File: config.mk
export PLATFORM = sky130hd
export DESIGN_NAME = tspp_prefetch_buffer_flat
export DESIGN_NICKNAME = d
export VERILOG_FILES = /design/src/rtl/tspp_prefetch_buffer_if.sv /design/src/rtl/tspp_prefetch_buffer.sv /design/src/flat_wrapper.sv
export SDC_FILE = /design/constraint.sdc
export NUM_CORES = 1
export LEC_CHECK = 0
export CAP_MARGIN = 20
export CORE_MARGIN = 3
export CORE_UTILIZATION = 50
export CTS_CLUSTER_SIZE = 16
export DETAILED_ROUTE_END_ITERATION = 8
export GPL_ROUTABILITY_DRIVEN = 0
export GPL_TIMING_DRIVEN = 1
export PLACE_DENSITY_LB_ADDON = 0.12
export SYNTH_ARGS = -nofsm -noshare
export SYNTH_HDL_FRONTEND = slang
export SYNTH_SLANG_ARGS = --single-unit
export TNS_END_PERCENT = 5
File: constraint.sdc
create_clock -name clk -period 4.4 [get_ports clk]
set_clock_uncertainty 0.15 [all_clocks]
set_input_delay 0.44 -clock clk [delete_from_list [all_inputs] [get_ports clk]]
set_output_delay 0.44 -clock clk [all_outputs]
set_load 0.02 [all_outputs]
File: src/rtl/tspp_prefetch_buffer_if.sv
// Bus and fetch-stage signal bundle for tspp_prefetch_buffer.
// master = prefetch buffer side, slave = bus/fetch environment side.
interface tspp_prefetch_buffer_if #(
  parameter int unsigned DEPTH = 4
) ();
  localparam int unsigned CW = $clog2(DEPTH) + 1;

  logic          redirect;
  logic [31:0]   redirect_pc;
  logic          pop;
  logic          instr_valid;
  logic [31:0]   instr;
  logic [31:0]   instr_pc;
  logic [CW-1:0] count;
  logic [31:0]   bus_addr;
  logic          bus_ren;
  logic [31:0]   bus_rdata;
  logic          bus_busy;

  modport master (
    input  redirect, redirect_pc, pop, bus_rdata, bus_busy,
    output instr_valid, instr, instr_pc, count, bus_addr, bus_ren
  );

  modport slave (
    output redirect, redirect_pc, pop, bus_rdata, bus_busy,
    input  instr_valid, instr, instr_pc, count, bus_addr, bus_ren
  );
endinterface

File: src/rtl/tspp_prefetch_buffer.sv
// Instruction prefetch queue: sequential word reads ahead of fetch, flush on redirect.
// Optional PREFETCH_BYPASS_EN exposes a completing read directly when the queue is empty.
module tspp_prefetch_buffer #(
  parameter int unsigned DEPTH    = 4,
  parameter logic [31:0] RESET_PC = 32'h200
) (
  input logic                    clk,
  input logic                    rst,
  tspp_prefetch_buffer_if.master pf
);
  localparam int unsigned   AW     = $clog2(DEPTH);
  localparam int unsigned   CW     = AW + 1;
  localparam logic [CW-1:0] DepthC = CW'(DEPTH);

  typedef enum logic [1:0] {StIdle, StReq, StDiscard} state_e;

  state_e        state_q, state_d;
  logic [31:0]   req_addr_q, req_addr_d;
  logic [31:0]   fetch_pc_q, fetch_pc_d;
  logic [AW-1:0] wptr_q, rptr_q;
  logic [CW-1:0] count_q, count_d;
  logic [31:0]   pc_mem    [DEPTH];
  logic [31:0]   instr_mem [DEPTH];

  logic done, push, q_push, q_pop, head_valid;

  assign done       = (state_q == StReq) && !pf.bus_busy;
  assign push       = done && !pf.redirect;
  assign head_valid = (count_q != '0);
  assign q_pop      = pf.pop && head_valid;

`ifdef PREFETCH_BYPASS_EN
  logic bypass_hit;
  assign bypass_hit = push && !head_valid;
  // A word consumed straight off the bus never enters the queue.
  assign q_push     = push && !(bypass_hit && pf.pop);
`else
  assign q_push     = push;
`endif

  always_comb begin
    count_d = count_q;
    if (pf.redirect) begin
      count_d = '0;
    end else begin
      count_d = count_q + CW'(q_push) - CW'(q_pop);
    end
  end

  always_comb begin
    state_d    = state_q;
    req_addr_d = req_addr_q;
    fetch_pc_d = fetch_pc_q;
    if (pf.redirect) begin
      fetch_pc_d = {pf.redirect_pc[31:2], 2'b00};
    end
    unique case (state_q)
      StIdle: begin
        if (!pf.redirect && (count_d < DepthC)) begin
          state_d    = StReq;
          req_addr_d = fetch_pc_q;
        end
      end
      StReq: begin
        if (pf.redirect) begin
          // The bus read cannot be aborted; wait it out and drop its data.
          state_d = pf.bus_busy ? StDiscard : StIdle;
        end else if (!pf.bus_busy) begin
          fetch_pc_d = fetch_pc_q + 32'd4;
          if (count_d < DepthC) begin
            req_addr_d = fetch_pc_q + 32'd4;
          end else begin
            state_d = StIdle;
          end
        end
      end
      StDiscard: begin
        if (!pf.bus_busy) begin
          state_d = StIdle;
        end
      end
      default: state_d = StIdle;
    endcase
  end

  always_ff @(posedge clk) begin
    if (rst) begin
      state_q    <= StIdle;
      req_addr_q <= RESET_PC;
      fetch_pc_q <= RESET_PC;
      wptr_q     <= '0;
      rptr_q     <= '0;
      count_q    <= '0;
    end else begin
      state_q    <= state_d;
      req_addr_q <= req_addr_d;
      fetch_pc_q <= fetch_pc_d;
      count_q    <= count_d;
      if (pf.redirect) begin
        wptr_q <= '0;
        rptr_q <= '0;
      end else begin
        if (q_push) begin
          wptr_q <= wptr_q + 1'b1;
        end
        if (q_pop) begin
          rptr_q <= rptr_q + 1'b1;
        end
      end
    end
  end

  always_ff @(posedge clk) begin
    if (!rst && q_push) begin
      pc_mem[wptr_q]    <= req_addr_q;
      instr_mem[wptr_q] <= pf.bus_rdata;
    end
  end

  always_comb begin
    pf.instr_valid = head_valid;
    pf.instr       = instr_mem[rptr_q];
    pf.instr_pc    = pc_mem[rptr_q];
`ifdef PREFETCH_BYPASS_EN
    if (bypass_hit) begin
      pf.instr_valid = 1'b1;
      pf.instr       = pf.bus_rdata;
      pf.instr_pc    = req_addr_q;
    end
`endif
  end

  assign pf.count    = count_q;
  assign pf.bus_addr = req_addr_q;
  assign pf.bus_ren  = (state_q != StIdle);
endmodule
File: src/flat_wrapper.sv
// flat-port wrapper written by rule: the top's interface ports become plain ports
module tspp_prefetch_buffer_flat 
#(
  parameter int unsigned DEPTH    = 4,
  parameter logic [31:0] RESET_PC = 32'h200
)
  (clk, rst, pf_redirect, pf_redirect_pc, pf_pop, pf_bus_rdata, pf_bus_busy, pf_instr_valid, pf_instr, pf_instr_pc, pf_count, pf_bus_addr, pf_bus_ren);
  tspp_prefetch_buffer_if #(.DEPTH(DEPTH)) pf_i ();
  input logic clk;
  input logic rst;
  input wire logic [$bits(pf_i.redirect)-1:0] pf_redirect;
  input wire logic [$bits(pf_i.redirect_pc)-1:0] pf_redirect_pc;
  input wire logic [$bits(pf_i.pop)-1:0] pf_pop;
  input wire logic [$bits(pf_i.bus_rdata)-1:0] pf_bus_rdata;
  input wire logic [$bits(pf_i.bus_busy)-1:0] pf_bus_busy;
  output wire logic [$bits(pf_i.instr_valid)-1:0] pf_instr_valid;
  output wire logic [$bits(pf_i.instr)-1:0] pf_instr;
  output wire logic [$bits(pf_i.instr_pc)-1:0] pf_instr_pc;
  output wire logic [$bits(pf_i.count)-1:0] pf_count;
  output wire logic [$bits(pf_i.bus_addr)-1:0] pf_bus_addr;
  output wire logic [$bits(pf_i.bus_ren)-1:0] pf_bus_ren;
  assign pf_i.redirect = pf_redirect;
  assign pf_i.redirect_pc = pf_redirect_pc;
  assign pf_i.pop = pf_pop;
  assign pf_i.bus_rdata = pf_bus_rdata;
  assign pf_i.bus_busy = pf_bus_busy;
  assign pf_instr_valid = pf_i.instr_valid;
  assign pf_instr = pf_i.instr;
  assign pf_instr_pc = pf_i.instr_pc;
  assign pf_count = pf_i.count;
  assign pf_bus_addr = pf_i.bus_addr;
  assign pf_bus_ren = pf_i.bus_ren;
  tspp_prefetch_buffer #(.DEPTH(DEPTH), .RESET_PC(RESET_PC)) u_core (.clk(clk), .rst(rst), .pf(pf_i));
endmodule
# Word level (Yosys, flattened, before mapping)
# Memories as Yosys holds them, arrays and structs flattened. A register that Yosys moved wholly into a read port is not among the register bits.
# Cells that the tools add are included.
# classes
n_addsub,5
order_cmp,1
n_eq_ne,9
muxes,23
reduce_logical,15
# op_table
cell,count
2-to-1 mux 32 bit,8
case mux 32 bit (2 select lines),1
adder 32 x 3 -> 32 bit (second input constant),1
2-to-1 mux 2 bit,10
!= test 2 bit (second input constant),4
!= test 3 bit (second input constant),2
case mux 2 bit (3 select lines),1
logical AND 1 bit,5
AND reduction 5 bit,1
adder 2 x 1 -> 2 bit (second input constant),2
AND reduction 4 bit,1
nonzero test 2 bit,2
adder 3 x 1 -> 3 bit,1
zero test 1 bit,3
< comparator 3 bit (second input constant),1
2-to-1 mux 3 bit,1
nonzero test 3 bit,1
subtractor 3 x 1 -> 3 bit,1
equality test 2 x 1 -> 1 bit (second input constant),1
equality test 2 bit (second input constant),1
zero test 2 bit,1
2-to-1 mux 1 bit,2
!= test 2 x 1 -> 1 bit (second input constant),1
OR reduction 2 bit,1
# totals
register_bits,73
ram_bits,256
in_bits,69
output_inout_bits,101
elab_cells,61
memories,2
# mem_list
name,words,word_bits,read_ports,rd_clocked_by_memory_dff,wr,line_no,source
u_core.instr_mem,4,32,1,1,1,tspp_prefetch_buffer.sv:23,logic [31:0] instr_mem [DEPTH];
u_core.pc_mem,4,32,1,1,1,tspp_prefetch_buffer.sv:22,logic [31:0] pc_mem [DEPTH];

# Depth between registers and ports, before layout
# depth
word_depth,11
ltp_mapped,10
mapped_depth_nobuf,9

# Worst setup path before layout
# No wires, ideal clock.
# synth_timing
path_type,input -> register
startpoint,input pf_bus_busy
endpoint,memory u_core.instr_mem[0][0] (enable)
setup_time_ns,0.429
arrival_time_ns,2.755
t_required_ns,3.821
setup_slack_ns,1.066
cell_stages,4
n_path_buf,2
cell_sequence,clkbuf_1 nor3b_1 clkbuf_1 and3_1
# synth_between
elab_chain_len,6
# synth_lines
item,line_no,source
"start, declared",flat_wrapper.sv:15,input wire logic [$bits(pf_i.bus_busy)-1:0] pf_bus_busy;
zero test 1 bit,tspp_prefetch_buffer.sv:27,assign done = (state_q == StReq) && !pf.bus_busy;
logical AND 1 bit,tspp_prefetch_buffer.sv:27,
logical AND 1 bit,tspp_prefetch_buffer.sv:28,assign push = done && !pf.redirect;
logical AND 1 bit,tspp_prefetch_buffer.sv:114,if (!rst && q_push) begin
2-to-1 mux 1 bit,tspp_prefetch_buffer.sv:114,
2-to-1 mux 1 bit (implied by the code),tspp_prefetch_buffer.sv:116,instr_mem[wptr_q] <= pf.bus_rdata;
"end, declared",tspp_prefetch_buffer.sv:23,
# Every way passes these cells.

==> summary.txt <==
Clocking
  – Hold-fix buffers, CTS: 0
  – Post-cts sizing count: 0
  – CTS tree: done
  – Clock transition at the registers of the reported paths: ~0.060 ns
  – Setup bufs post-CTS: 0
  – H-Tree Depth: 2
  – Later-pin clock latency in the skew report: a little over 0.5 ns
  – Clock sinks: 331
  – CTS root buf: clkbuf_16
  – CTS Buf Count: 35
  – CTS max path bufs: 3

Detailed routing
  – Drt wl/cell: ~20 um
  – Initial drt markers: between 500 and 600
  – Via count: a little under 8,000
  – DRC Markers: 0
  – DRT Pass-1 Iters: 5
  – Wirelength, routed: 27.2 mm
  – Vias/cell: a little under 6
  – Final ANT Viol Nets: 0

Die
  – Starting Density: 51.6%
  – Row Count: 58
  – Core region area: between 20,000 and 30,000 sq um
  – Die ar.: roughly 28,000 sq um
  – # IOs: 170
  – Die span in y: 168 um
  – Die W: 168 um

Final layout
  – Cell Count, Final, Fillers Out: 1,332
  – Layout cell share with drive strength beyond 1: 14.7%
  – Design area: around 16,000 sq um
  – # diodes: 0
  – Fill cells: 1,856
  – # nets final: around 1,100
  – Area growth syn-to-layout: 24.2%

Yosys
  – Yosys warning count: 0
  – Yosys reg bits: 331
  – Yosys cell types: 49
  – Async set or reset register ratio after synthesis: 0%
  – Most common cell in the netlist: edfxtp_1
  – Synth top cells by count: 256 x edfxtp_1, 75 x dfxtp_1, 69 x nor2_1, 64 x mux4_2, 34 x clkbuf_1
  – Syn Nets: 890
  – Syn Std Cell Area: around 13,000 sq um
  – Synth top area share: approximately three fifths
  – Post-Syn Instances: 813
  – Post-synth EDFFs: 256
  – Sequential-to-total area share from yosys stat: 69.7%
  – Mean post-synth cell area: 16.2 sq um
  – Cell taking the most area after synthesis: edfxtp_1
  – Main synth FF type: edfxtp_1
  – Main area contributors after synthesis: edfxtp_1 58%, dfxtp_1 11%, mux4_2 11%

Placement
  – Cells after DPL: 1,269
  – # port buffers: 167
  – Placed inst area: 15,200 sq um
  – Post-detail-place hpwl: approximately 17 mm

Power and ir drop
  – P_sw: 1.45 mW
  – Int Power: 5.37 mW
  – Static leakage: 5.12 nW
  – Clock power frac: 41.9%
  – Switch share: between 20% and 30%
  – Comb power frac: under 10%
  – Reg power frac: 51.9%
  – Worst vdd ir: 0.370 mV
  – Cell Pwr Density: 416 nW/um^2

Run status
  – Status: completed

GRT
  – First-pass GRT wire length: 43.4 mm
  – Total track usage: 19.3%
  – Initial antenna violation count: 0
  – Vias in the first global route: 7,708
  – Grt total ovfl: 0
  – Largest net degree at the start of global routing: 68

STA
  – Hold Fails Final Rpt: 0
  – RSZ-0062 raised after global routing: no
  – Fin crit period: 3.34 ns
  – Achievable Freq: 299 MHz
  – Worst Tran Pin Value: 1.03 ns
  – Crit share post-route: 76.0%
  – Final setup fails: 0
  – Setup TNS: 0 ns
  – Final Hold Slack: 0.273 ns
  – Slew Viols, Final: 0
  – Rel. slew slack: between 30% and 40%

Setup path
  – Type of the worst setup path: register to output pin
  – Worst EP required: 3.81 ns
  – CP endpoint kind: output pin
  – Critical Path AT: around 2.8 ns
  – Startpoint Class: register
  – Crit path max fanout: 25

Run
  – Max-cap violation count: 0

Worst hold path
  – Hold Crit Class: input port to register
==> state kept, by name, indices dropped and copies added (netlist names), named ones only <==
| register | flops |
|---|---|
| u_core.instr_mem | 128 |
| u_core.pc_mem | 128 |
| u_core.fetch_pc_q | 32 |
| u_core.pf.bus_addr | 32 |
| u_core.pf.count | 3 |
| u_core.rptr_q | 2 |
| u_core.state_q | 2 |
| u_core.wptr_q | 2 |
==> metrics by stage <==
step,power (mW),util [%],setup slack (ns)
5_1_grt,7.06,64.1,0.886
2_1_floorplan,3.79,-,1.07
6_report,6.81,64.1,1.06
3_3_place_gp,4.02,59.7,0.938
3_5_place_dp,4.03,59.7,0.931
4_1_cts,6.88,64.1,0.965
==> area by class of cell <==
type	instances	area, sq um	area share [%]
sequential	331	9200	56.2
multi-input combinational	416	3760	22.9
timing repair buffer	181	1830	11.2
clock buffer	44	951	5.81
tap	330	413	2.52
clock inverter	19	180	1.10
inverter	11	41.3	0.252
==> cell usage in the layout, fill, tap and decap left out, types with 3 or more instances in the layout <==
| cell type | instances |
|---|---|
| xnor2_1 | 15 |
| a311oi_1 | 33 |
| ha_1 | 7 |
| clkbuf_16 | 36 |
| bufinv_16 | 3 |
| buf_4 | 9 |
| clkdlybuf4s50_1 | 166 |
| or2_2 | 3 |
| nand3_1 | 7 |
| xor2_1 | 8 |
| dfxtp_1 | 73 |
| a21oi_1 | 5 |
| clkinv_1 | 4 |
| and2_1 | 5 |
| nor2b_1 | 7 |
| nor3_1 | 9 |
| nand2_1 | 28 |
| o21ai_0 | 16 |
| or4_1 | 22 |
| inv_1 | 11 |
| edfxtp_1 | 256 |
| nor4_1 | 9 |
| a211oi_1 | 19 |
| and3_4 | 4 |
| and3_1 | 5 |
| o31ai_1 | 16 |
| mux4_2 | 64 |
| nor3b_1 | 3 |
| nor2_1 | 69 |
| clkbuf_1 | 6 |
| mux2i_1 | 3 |
| clkinv_2 | 10 |
| or3_1 | 26 |
| nand4_1 | 12 |
| buf_12 | 5 |
==> final timing paths <==
kind	startpoint	to	slack, ns	cells after the start
setup / recovery	register	pf_instr[11]	1.06	3
hold / removal	rst	u_core.fetch_pc_q[9]$_SDFF_PP1_	0.27	4
setup reg to reg	u_core.state_q[1]$_SDFFE_PP0P_	u_core.pf.bus_addr[9]$_SDFFE_PP1P_	1.28	9
hold reg to reg	u_core.fetch_pc_q[1]$_SDFFE_PP0P_	u_core.fetch_pc_q[1]$_SDFFE_PP0P_	0.32	1
==> power by group through the flow <==
stage / combinational (mW) / clock, mW / sequential, mW
after global routing: 0.457 / 3.05 / 3.55
after detailed placement: 0.424 / 0 / 3.60
final: 0.421 / 2.86 / 3.54
after global placement: 0.418 / 0 / 3.60
after CTS: 0.426 / 2.92 / 3.54
after floorplan: 0.190 / 0 / 3.60
==> critical path, stage by stage, from the launching register on <==
cell and delay, ns:
dfxtp_4 0.72, buf_4 0.39, mux4_2 0.57, clkdlybuf4s50_1 0.55
==> metal layers <==
layer	part of all wire (%)	vias to the layer above	GRT usage [%]
li1	-	3597	-
met1	45	3836	28.3
met2	48	244	31.0
met3	5.6	32	3.01
met4	1.4	0	4.70
met5	0	-	0
==> cells by family after synthesis <==
| logic type | share of synthesized area [%] |
|---|---|
| AO/OA/AOI/OAI | 5.78 |
| XOR/XNOR | 1.70 |
| adder cells (fa/ha/maj) | 0.816 |
| buffers and inverters | 2.02 |
| flip-flops | 69.7 |
| multiplexers | 11.2 |
| AND/OR/NAND/NOR | 8.73 |
(Power assumes the default switching activity.)
